### config.mk
export PLATFORM = sky130hd
export DESIGN_NAME = console_write_ctrl
export DESIGN_NICKNAME = d
export VERILOG_FILES = /design/src/rtl/console_pkg.sv /design/src/rtl/console_cursor.sv /design/src/rtl/console_write_ctrl.sv
export SDC_FILE = /design/constraint.sdc
export NUM_CORES = 1
export LEC_CHECK = 0
export BUFFER_PORTS_ARGS = -buffer_cell sky130_fd_sc_hd__clkbuf_2
export CORE_ASPECT_RATIO = 1.4
export CORE_UTILIZATION = 57
export DETAILED_ROUTE_END_ITERATION = 16
export GPL_TIMING_DRIVEN = 1
export PLACE_DENSITY = 0.77
export REMOVE_ABC_BUFFERS = 1
export SLEW_MARGIN = 40
export SYNTH_ARGS = -nofsm -noshare
export SYNTH_HDL_FRONTEND = slang
export SYNTH_SLANG_ARGS = --single-unit
export TNS_END_PERCENT = 1
### constraint.sdc
create_clock -name CLK_CPU -period 2.95 [get_ports CLK_CPU]
set_input_delay 0.295 -clock CLK_CPU [delete_from_list [all_inputs] [get_ports CLK_CPU]]
set_output_delay 0.295 -clock CLK_CPU [all_outputs]
set_load 0.05 [all_outputs]
### src/rtl/console_pkg.sv
// Shared constants, control codes and state encoding for the text-console write controller.
package console_pkg;

   localparam int COLS         = 64;
   localparam int ROWS         = 24;
   localparam int SCREEN_BYTES = COLS * ROWS;
   localparam logic [7:0] FILL_CHAR = 8'h20;

   localparam logic [7:0] CR = 8'h0D;
   localparam logic [7:0] LF = 8'h0A;
   localparam logic [7:0] BS = 8'h08;
   localparam logic [7:0] FF = 8'h0C;
   localparam logic [7:0] HT = 8'h09;

   typedef enum logic [1:0] {
      CLEAR    = 2'd0,
      CLR_LINE = 2'd1,
      IDLE     = 2'd2,
      TAB      = 2'd3
   } console_state_t;

   function automatic logic is_printable(input logic [7:0] c);
      return (c >= 8'h20) && (c <= 8'h7E);
   endfunction

endpackage

### src/rtl/console_cursor.sv
// Cursor position registers: advance, carriage return, backspace, line feed and home,
// with row wrap-around at the bottom of the screen.
module console_cursor
   import console_pkg::*;
(
   input  logic       clk,
   input  logic       rst_n,
   input  logic       advance,
   input  logic       carriage_return,
   input  logic       line_feed,
   input  logic       back,
   input  logic       home,
   output logic [5:0] col,
   output logic [4:0] row,
   output logic       wrap_to_new_line
);

   logic last_col;
   logic last_row;

   assign last_col         = (col == 6'(COLS - 1));
   assign last_row         = (row == 5'(ROWS - 1));
   assign wrap_to_new_line = line_feed || (advance && last_col);

   // Home takes priority so a finishing full clear always lands at 0/0.
   always_ff @(posedge clk or negedge rst_n) begin
      if (!rst_n) begin
         col <= '0;
         row <= '0;
      end else if (home) begin
         col <= '0;
         row <= '0;
      end else if (wrap_to_new_line) begin
         col <= '0;
         row <= last_row ? 5'd0 : row + 5'd1;
      end else if (advance) begin
         col <= col + 6'd1;
      end else if (carriage_return) begin
         col <= '0;
      end else if (back && (col != 6'd0)) begin
         col <= col - 6'd1;
      end
   end

endmodule

### src/rtl/console_write_ctrl.sv
// Text-console write controller: CPU char handshake, control codes, line/screen clears.
// Optional tab expansion is built when CONSOLE_TAB_EXPAND_EN is defined.
module console_write_ctrl
   import console_pkg::*;
(
   input  logic        CLK_CPU,
   input  logic        reset,
   input  logic        char_valid,
   input  logic [7:0]  char_data,
   output logic        char_ready,
   output logic        video_write_enable,
   output logic [7:0]  video_write_data,
   output logic [10:0] video_write_addr,
   output logic [5:0]  cursor_col,
   output logic [4:0]  cursor_row,
   output logic        busy
);

   console_state_t state, state_next;
   logic [10:0] fill_cnt, fill_cnt_next;
   logic        we_next;
   logic [7:0]  data_next;
   logic [10:0] addr_next;
   logic        accept;
   logic        cur_advance, cur_cr, cur_lf, cur_back, cur_home;
   logic        wrap_to_new_line;
   logic [10:0] line_base;
   logic [10:0] cursor_addr;

   assign accept      = char_valid && char_ready;
   assign line_base   = 11'(cursor_row) * 11'(COLS);
   assign cursor_addr = line_base + {5'd0, cursor_col};

   console_cursor u_cursor (
      .clk              (CLK_CPU),
      .rst_n            (reset),
      .advance          (cur_advance),
      .carriage_return  (cur_cr),
      .line_feed        (cur_lf),
      .back             (cur_back),
      .home             (cur_home),
      .col              (cursor_col),
      .row              (cursor_row),
      .wrap_to_new_line (wrap_to_new_line)
   );

   // Cursor control decode, kept apart from the FSM so the wrap event can feed next-state.
   always_comb begin
      cur_advance = 1'b0;
      cur_cr      = 1'b0;
      cur_lf      = 1'b0;
      cur_back    = 1'b0;
      cur_home    = 1'b0;
      case (state)
         CLEAR: cur_home = (fill_cnt == 11'(SCREEN_BYTES - 1));
`ifdef CONSOLE_TAB_EXPAND_EN
         TAB:   cur_advance = 1'b1;
`endif
         IDLE: begin
            if (accept) begin
               if (is_printable(char_data)) cur_advance = 1'b1;
               else if (char_data == CR)    cur_cr      = 1'b1;
               else if (char_data == LF)    cur_lf      = 1'b1;
               else if (char_data == BS)    cur_back    = (cursor_col != 6'd0);
            end
         end
         default: ;
      endcase
   end

   always_comb begin
      state_next    = state;
      fill_cnt_next = fill_cnt;
      we_next       = 1'b0;
      data_next     = video_write_data;
      addr_next     = video_write_addr;
      case (state)
         CLEAR: begin
            we_next       = 1'b1;
            data_next     = FILL_CHAR;
            addr_next     = fill_cnt;
            fill_cnt_next = fill_cnt + 11'd1;
            if (cur_home) begin
               state_next    = IDLE;
               fill_cnt_next = '0;
            end
         end
         CLR_LINE: begin
            we_next       = 1'b1;
            data_next     = FILL_CHAR;
            addr_next     = line_base + fill_cnt;
            fill_cnt_next = fill_cnt + 11'd1;
            if (fill_cnt == 11'(COLS - 1)) begin
               state_next    = IDLE;
               fill_cnt_next = '0;
            end
         end
`ifdef CONSOLE_TAB_EXPAND_EN
         TAB: begin
            we_next   = 1'b1;
            data_next = FILL_CHAR;
            addr_next = cursor_addr;
            if (cursor_col[2:0] == 3'd7) state_next = IDLE;
         end
`endif
         IDLE: begin
            if (accept) begin
               if (cur_advance) begin
                  we_next   = 1'b1;
                  data_next = char_data;
                  addr_next = cursor_addr;
               end else if (cur_back) begin
                  we_next   = 1'b1;
                  data_next = FILL_CHAR;
                  addr_next = cursor_addr - 11'd1;
               end else if (char_data == FF) begin
                  state_next = CLEAR;
`ifdef CONSOLE_TAB_EXPAND_EN
               end else if (char_data == HT) begin
                  state_next = TAB;
`endif
               end
            end
         end
         default: state_next = CLEAR;
      endcase
      if (wrap_to_new_line) state_next = CLR_LINE;
   end

   // Every output is a register; ready/busy are derived from the state being entered.
   always_ff @(posedge CLK_CPU or negedge reset) begin
      if (!reset) begin
         state              <= CLEAR;
         fill_cnt           <= '0;
         video_write_enable <= 1'b0;
         video_write_data   <= 8'h00;
         video_write_addr   <= '0;
         char_ready         <= 1'b0;
         busy               <= 1'b1;
      end else begin
         state              <= state_next;
         fill_cnt           <= fill_cnt_next;
         video_write_enable <= we_next;
         video_write_data   <= data_next;
         video_write_addr   <= addr_next;
         char_ready         <= (state_next == IDLE);
         busy               <= (state_next != IDLE);
      end
   end

endmodule

After elaboration in Yosys (flattened, before gate mapping)
Index checks and enable logic that the tools add are counted.

Register bits: 46. Bits in latches: 0. RAM bits: 0. ROM bits: 0. Input bits: 11. Output and inout bits: 33. Word-level logic and storage cells: 97. Memories: 0.

Add/subtract/negate cells: 7. Multiply operators: 0. Div/mod/pow operators: 0. Magnitude comparators: 2. Equal/unequal tests: 14. Shift-type cells: 0. Multiplexer cells: 50. Bitwise logic cells: 0. Reduce and logical (&&, ||, !) cells: 15.

Operators by type and width (count): 11-bit two-way mux (5); 11-bit case mux with 3 select lines (1); 8-bit by 4-bit == test with 1-bit output, second input constant (4); 6-bit two-way mux (5); 8-bit two-way mux (3); 1-bit two-way mux (22); 11-bit case mux with 2 select lines (1); 8-bit case mux with 2 select lines (1); 5-bit two-way mux (3); 2-bit two-way mux (7); 11-bit by 1-bit adder with 11-bit output, second input constant (1); 11-bit adder (1); 11-bit by 6-bit adder with 11-bit output (1); 11-bit == test, second input constant (1); 11-bit by 6-bit == test with 1-bit output, second input constant (1); 11-bit by 1-bit subtractor with 11-bit output, second input constant (1); 8-bit by 6-bit >= comparator with 1-bit output, second input constant (1); 8-bit by 7-bit less-or-equal comparator with 1-bit output, second input constant (1); 6-bit by 1-bit adder with 6-bit output, second input constant (1); 6-bit == test, second input constant (1); 2-bit case mux with 3 select lines (1); 3-bit AND reduction (2); 2-bit nonzero test (3); 6-bit nonzero test (1); other kinds (14) (19).

Logic depth before layout (Yosys ltp)
Gate-level depths: netlist of run 1.

Depth after elaboration: 13. Depth in mapped cells: 10. Gate-level depth less buffers: 8.

Hierarchy
From an unflattened synthesis of run 1, not the netlist that was laid out.

Cells, all modules: 320. Area, all modules: 2957.8 um^2.

Modules (own cells, without submodules): console_write_ctrl (instances 1, cells an instance 237, area each 2114.5 um^2, seq. area each 877.1 um^2); console_cursor (instances 1, cells an instance 83, area each 843.3 um^2, seq. area each 275.3 um^2).

Worst setup path after synthesis of run 1
Ideal clock, no wire load.

Path kind: register to register. Start point: register u_cursor.col[0]. End point: register u_cursor.col[3]. Setup time: 0.087 ns. Arrival time: 2.474 ns. Required time: 2.863 ns. Setup slack: 0.390 ns. Stages on the path, launching flop included: 10. Buffers on the path: 1. Period minus slack after synthesis: 2.560 ns. Path through: dfrtp_1 > inv_1 > ha_1 > or3b_4 > or3_4 > and3_4 > buf_6 > a31oi_4 > o311ai_1 > a211oi_2.

Cells in the longest elaborated chain, start to end: 9. Elaborated cells on any way between the ends: 19. Those cells by class: add/sub: 2; eq/ne: 1; mux: 11; reduce/logical: 5.

Ends and longest elaborated chain: start: declaration (RTL line console_cursor.sv:13) `output logic [5:0] col,`; start signal: assignment (RTL line console_cursor.sv:37) `col <= col + 6'd1;`; start signal: assignment (RTL line console_cursor.sv:41) `col <= col - 6'd1;`; 6-bit nonzero test (RTL line console_cursor.sv:40, console_write_ctrl.sv:64); 1-bit two-way mux (RTL line console_write_ctrl.sv:64) `else if (char_data == BS) cur_back = (cursor_col != 6'd0);`; 1-bit two-way mux (RTL line console_write_ctrl.sv:63) `else if (char_data == LF) cur_lf = 1'b1;`; 1-bit two-way mux (RTL line console_write_ctrl.sv:62) `else if (char_data == CR) cur_cr = 1'b1;`; 1-bit two-way mux (RTL line console_write_ctrl.sv:61) `if (is_printable(char_data)) cur_advance = 1'b1;`; 1-bit two-way mux (RTL line console_write_ctrl.sv:60) `if (accept) begin`; 1-bit two-way mux (RTL line console_write_ctrl.sv:54) `case (state)`; 1-bit logical AND (RTL line console_cursor.sv:40) `end else if (back && (col != 6'd0)) begin`; 5-bit nonzero test (no source line).

Several ways; a longest one is shown, not always the timed one. The select of a mux whose other input is x is not followed. A chain may end at the register's enable or synchronous reset.

Final worst setup path of run 1
Start point: register u_cursor.col[0]. End point: register video_write_data[1].

Cells in the longest elaborated chain, start to end: 9.

Ends and longest elaborated chain: 6-bit nonzero test (RTL line console_write_ctrl.sv:64); 1-bit two-way mux (RTL line console_write_ctrl.sv:64); 1-bit two-way mux (RTL line console_write_ctrl.sv:63); 1-bit two-way mux (RTL line console_write_ctrl.sv:62); 1-bit two-way mux (RTL line console_write_ctrl.sv:61); 1-bit two-way mux (RTL line console_write_ctrl.sv:60); 1-bit two-way mux (RTL line console_write_ctrl.sv:54); 3-bit by 1-bit != test with 1-bit output (no source line); 3-bit AND reduction (no source line); end signal: assignment (RTL line console_write_ctrl.sv:144) `video_write_data <= data_next;`; end: declaration (RTL line console_write_ctrl.sv:12) `output logic [7:0] video_write_data,`.

Every way passes these cells.

==> impl_metrics.ini, run 1 <==
[setup_path]
end_kind = register
path_buf_inv = 2
reg2reg_depth = 9
ff2ff_setup_slack_ns = 0.27
path_max_fanout = 15
slowest_stage = dfrtp_1
path_class = reg -> reg
reg2reg_from = u_cursor.col[0]
cp.required_ns = 3.19
reg2reg_to = video_write_data[1]
cpLargestDelayFamily = simple AND/OR/NAND/NOR gates
path_cells = inv_1, ha_1, or3b_4, or3_4, nand3_2, a31o_2, buf_4, nand2_1, o21ai_1
startpoint_type = register
cpPeakStageDelay_ns = 0.48
crit_arrival_ns = 2.91

[timing]
clock.fmax_mhz = 374
worst_pin_slew_ns = 0.699
finalHoldViolCount = 0
clock_skew_ns = 0.0127
rsz0062_at_grt = no
setup_ws_ns = 0.275
setup-tns-final_ns = 0
slew_violations = 0
relSlewSlack_pct = 53.4
period_needed_ns = 2.68
setup_viol = 0
finalCritPeriodShare_pct = 90.7

[power_and_ir_drop]
ir_drop_uv = 628
power_w = 0.00273
leakage_nw = 1.58
power_density_nw_per_um2 = 810

[drt]
vias_per_cell = 6.19
ant_nets = 0
drc = 0
first_iter_violations = 229
post_drt_wl_per_cell_um = 16.6
vias = 2717
routed_wl_mm = 7.30
first_pass_iters = 5

[hold_path]
hp-start = char_data[2]
hp-class = in -> reg
min_path_cells = 3
hold_end = video_write_data[2]

[final_layout]
fin_util_pct = 68.1
diodes = 0
fin_nets = 399
regArea_um2 = 1150
drive_gt1_share_pct = 21.6
layout_common_cells = dfrtp_1, clkbuf_2, nand2_1, nor2_1, a21oi_1
mostFrequentLayoutCell = dfrtp_1
design_area_um2 = 3370
multi_input_area_um2 = 1710
synthToLayoutAreaGrowth_pct = 12.8
fillerInstances = 427

[yosys]
synthTopCellsByArea = dfrtp_1, ha_1, nand2_1
syn-mean-instance-area_um2 = 8.93
synth_area_um2 = 2990
synth_edf_count = 0
synthCells = 335
ys_warn_count = 0
synth_top_area_share_pct = 37.6
synth-seq-area-share_pct = 38.5
synthArstFlopShare_pct = 100
ys_types = 66
synthFlopType = dfrtp_1
ys_ff_latch = 46
yosysTopAreaCell = dfrtp_1

[grt]
grt_overflow = 0
grt_pass1_vias = 2610
grt.total_usage_pct = 28.1
antenna_found_initial = 0
grt_max_degree = 30
grt_pass1_wl_mm = 12.1

[cts]
clk_latency_ns = 0.31
postCtsSetupRepairBufs = 0
cts_tree = built
cts_root_buf = clkbuf_8
cts_max_level = 2
cts_buffer_depth = 2
clk_pin_slew_ns = 0.10
clock_sinks = 46
numCtsBuffers = 5

[job]
drv_cap = 0

[placement]
pre_cts_slack_ns = 0.184
dpl_cell_area_um2 = 3240
io_buffers = 43
gp_congestion = 0.910
dp_hpwl_mm = 5.35

[outcome]
status = complete, no violations

[floorplanning]
dieHeight_um = 87.7
initial_core_util_pct = 60.4
fp-row-count = 30
ios = 44
die_w_um = 63.2
dieArea_um2 = 5550
core_area_um2 = 4950
[worst min-delay path, delay by kind of cell]
family / cells / cell delay (ns)
simple gates: 1 / 0.06
buf+inv: 1 / 0.12
compound gates: 1 / 0.05
[power by group]
group	total (W)	internal (W)	switching, W
clock	0.000411	0.000171	0.000239
combinational	0.00137	0.000449	0.000922
sequential	0.000952	0.000787	0.000165
total	0.00273	0.00141	0.00133
[kinds of logic after synthesis]
| family | after synthesis | share of synthesized area, % |
|---|---|---|
| AOI/OAI and AO/OA | 87 | 20.4 |
| DFF | 46 | 38.5 |
| adders and majority gates | 14 | 6.10 |
| muxes | 3 | 1.05 |
| and+or+nand+nor | 139 | 24.2 |
| xor gates and xnor gates | 17 | 4.97 |
| buffers and inverters | 29 | 4.85 |
[how the worst max path moves through the flow]
stage / from / slack, ns / cells past startpoint / to
final: u_cursor.col[0] / 0.27 / 9 / video_write_data[1]
after floorplan: char_ready / -0.33 / 6 / video_write_addr[10]
after global placement: u_cursor.col[0] / 0.28 / 8 / video_write_data[1]
after detailed placement: u_cursor.col[0] / 0.18 / 9 / video_write_data[1]
after CTS: u_cursor.col[0] / 0.16 / 9 / video_write_data[1]
after global routing: u_cursor.col[0] / 0.15 / 9 / video_write_data[1]
[repair_timing]
action | CTS | global route
setup endpoints to repair | 0 | 5
endpoints found under the hold margin | 0 | 11
hold buffers | 0 | 1
gates resized for setup | 0 | 1
[per-layer routing]
metal	up-vias	GRT usage (%)	wire [um]
li1	1280	-	-
met1	1326	33.4	3000
met4	0	13.0	165
met3	16	4.95	282
met2	95	49.5	3850
met5	-	0	0
[flip-flops by register name, summed over array words and instances (netlist names)]
signal and flops:
state 2, busy 1, u_cursor.row 5, video_write_data 8, fill_cnt 11, u_cursor.col 6
video_write_enable 1, video_write_addr 11, char_ready 1
[stage by stage]
step,std cells,hold WS (ns)
floorplan,315,-0.000591
global placement,429,0.373
detailed placement,429,0.386
CTS,437,0.0432
global route,439,0.248
finish,439,0.242
[cells in the mapped netlist, types with 2 or more instances]
master,instances
nand2_1,41
o31ai_1,3
a21oi_1,17
nand2b_1,2
nor2_4,2
buf_6,3
o21ai_1,14
nor2b_1,2
or4_1,2
nor2_1,38
a21o_1,2
xor2_1,6
nand3_1,11
nand4_1,3
a22o_1,2
buf_4,2
buf_2,5
or2_2,3
and3_1,6
nor3_1,8
mux2i_1,2
a221oi_1,12
a31oi_1,8
o21ai_0,11
nand3b_1,3
inv_1,9
dfrtp_1,45
xnor2_1,11
ha_1,13
and2_1,4
clkbuf_1,10
[cell type report]
cell class	instances	area share [%]
multi-input combinational	260	50.6
timing repair buffer	52	9.05
tap	64	2.37
sequential	46	34.1
clock inverter	3	0.742
inverter	9	1.00
clock buffer	5	2.04
(Power assumes the default switching activity.)
==> inputs of run 2 (changes only) <==
--- a/config.mk
+++ b/config.mk
@@ -7,12 +7,13 @@
 export LEC_CHECK = 0
 export BUFFER_PORTS_ARGS = -buffer_cell sky130_fd_sc_hd__clkbuf_2
 export CORE_ASPECT_RATIO = 1.4
+export CORE_MARGIN = 2
 export CORE_UTILIZATION = 57
 export DETAILED_ROUTE_END_ITERATION = 16
 export GPL_TIMING_DRIVEN = 1
 export PLACE_DENSITY = 0.77
 export REMOVE_ABC_BUFFERS = 1
-export SLEW_MARGIN = 40
+export SLEW_MARGIN = 10
 export SYNTH_ARGS = -nofsm -noshare
 export SYNTH_HDL_FRONTEND = slang
 export SYNTH_SLANG_ARGS = --single-unit
==> run 2 against run 1 <==
  * Power shrank 1.6%
  * Non-clock buffer count shrank 2
  * Via count shrank 4.0%
  * Clock power shrank 3%
  * Register-to-register slack gained 0.08 ns
  * Core utilization shrank 3.0 points
  * Design area shrank 1.3%
  * Sequential cell count is the same
  * Sequential power is essentially flat
  * Combinational power is essentially flat
  * First-iteration DRC count grew 25%
  * Fmax grew 3.1%
  * Critical path type unchanged
  * Largest cell class unchanged
==> impl_metrics.ini, run 2 (same netlist as run 1, synthesis figures left out) <==
[timing]
slew_violations = 0
setup-tns-final_ns = 0
rsz0062_at_grt = no
relSlewSlack_pct = 23.2
period_needed_ns = 2.59
finalCritPeriodShare_pct = 87.9
setup_viol = 0
finalHoldViolCount = 0
clock_skew_ns = 0.00791
worst_pin_slew_ns = 1.14
clock.fmax_mhz = 386

[setup_path]
critical_path.endpoint = video_write_data[6]
slowest_stage = dfrtp_1
path_max_fanout = 15
path_buf_inv = 2
path_class = reg -> reg
reg2reg_from = u_cursor.col[0]
ff2ff_setup_slack_ns = 0.36
reg2reg_to = video_write_data[6]
startpoint_type = register
cpPeakStageDelay_ns = 0.47
reg2reg_depth = 9
cpLargestDelayFamily = simple AND/OR/NAND/NOR gates
cp.required_ns = 3.17
crit_arrival_ns = 2.81
path_depth = 9
end_kind = register
path_cells = inv_1, ha_1, or3b_4, or3_4, nand3_2, a31o_2, buf_4, nand2_1, o21ai_1
crit_path_start = u_cursor.col[0]

[floorplanning]
initial_core_util_pct = 58.5
fp-row-count = 31
ios = 44
die_w_um = 65.2
dieHeight_um = 89.7
core_area_um2 = 5120
dieArea_um2 = 5850

[final_layout]
fin_nets = 397
reg_top3 = fill_cnt x11, video_write_addr x11, video_write_data x8
layout_common_cells = dfrtp_1, clkbuf_2, nand2_1, nor2_1, a21oi_1
drive_gt1_share_pct = 21.4
mostFrequentLayoutCell = dfrtp_1
synthToLayoutAreaGrowth_pct = 11.3
multi_input_area_um2 = 1700
finalNonFillerCells = 439
diodes = 0
regArea_um2 = 1150
fillerInstances = 465

[drt]
first_iter_violations = 286
vias_per_cell = 5.94
routed_wl_mm = 6.83
ant_nets = 0
vias = 2608
drc = 0
first_pass_iters = 6
post_drt_wl_per_cell_um = 15.5

[grt]
grt_pass1_vias = 2512
grt_overflow = 0
antenna_found_initial = 0
grt_max_degree = 35
grt_pass1_wl_mm = 11.9
grt.total_usage_pct = 25.4

[power_and_ir_drop]
ir_drop_uv = 611
power_w = 0.00269
leakage_nw = 1.56
power_density_nw_per_um2 = 808

[placement]
place_inst = 431
io_buffers = 43
dp_hpwl_mm = 5.25
gp_congestion = 0.912

[cts]
clk_pin_slew_ns = 0.09
clock_sinks = 46
cts_tree = built
clk_latency_ns = 0.30
cts_hold_buf = 0
cts_max_level = 2
numCtsBuffers = 5
cts_root_buf = clkbuf_8
cts_buffer_depth = 2

[job]
drv_cap = 0

[hold_path]
hp-class = in -> async

[outcome]
status = complete, no violations
## run 2: cell types whose count changed in the layout (fill, tap and decap cells not counted)
cell,before,now
inv_6,1,0
clkinv_2,0,1
dlygate4sd3_1,1,0
clkbuf_8,5,6
clkinv_4,1,0
buf_16,1,0
o31ai_4,1,0
o31ai_2,0,1
## run 2: cell type report
| class | count | area share (%) |
|---|---|---|
| clock buffer | 6 | 2.48 |
| inverter | 9 | 1.01 |
| timing repair buffer | 50 | 8.04 |
| sequential | 46 | 34.6 |
| tap | 66 | 2.48 |
| multi-input combinational | 260 | 51.0 |
| clock inverter | 2 | 0.376 |
## run 2: power breakdown
group	switching, W	total, W	internal [W]	leakage (nW)
Combinational	0.000908	0.00134	0.000435	0.929
Clock	0.000210	0.000398	0.000188	0.0472
Sequential	0.000163	0.000950	0.000787	0.587
Total	0.00128	0.00269	0.00141	1.56
## run 2: repair_timing
item / 4_1_cts / 5_1_grt
gates resized for setup: 0 / 1
endpoints found under the setup margin: 0 / 1
buffers inserted: 0 / 0
## run 2: worst reg2reg max path, stage by stage, from the launching register on
cell and delay, ns:
dfrtp_1 0.47, inv_1 0.15, ha_1 0.22, or3b_4 0.41, or3_4 0.37, nand3_2 0.16, a31o_2 0.35, buf_4 0.25
nand2_1 0.07, o21ai_1 0.08
## run 2: per-stage QoR
| step | hold WS [ns] | util, % | area (um^2) | setup slack (ns) |
|---|---|---|---|---|
| global route | 0.148 | 65.1 | 3330 | 0.163 |
| global placement | 0.419 | 63.2 | 3240 | 0.319 |
| detailed placement | 0.428 | 63.2 | 3240 | 0.234 |
| floorplan | -0.000591 | - | 2880 | -0.326 |
| finish | 0.0831 | 65.1 | 3330 | 0.357 |
| CTS | 0.104 | 65.1 | 3330 | 0.212 |
## run 2: how the worst min path moves through the flow
| stage | start | to | slack (ns) |
|---|---|---|---|
| 2_1_floorplan | reset | char_ready | -0.0006 |
| 3_3_place_gp | reset | video_write_addr[0] | 0.42 |
| 3_5_place_dp | reset | video_write_addr[3] | 0.43 |
| 4_1_cts | reset | video_write_addr[3] | 0.10 |
| 5_1_grt | reset | video_write_addr[0] | 0.15 |
| 6_report | reset | video_write_addr[0] | 0.08 |
## run 2: routing by layer
| metal | track usage [%] | wire length [um] |
|---|---|---|
| met2 | 43.7 | 3620 |
| met5 | 0 | 0 |
| met4 | 7.81 | 90 |
| met3 | 2.88 | 235 |
| met1 | 32.9 | 2880 |
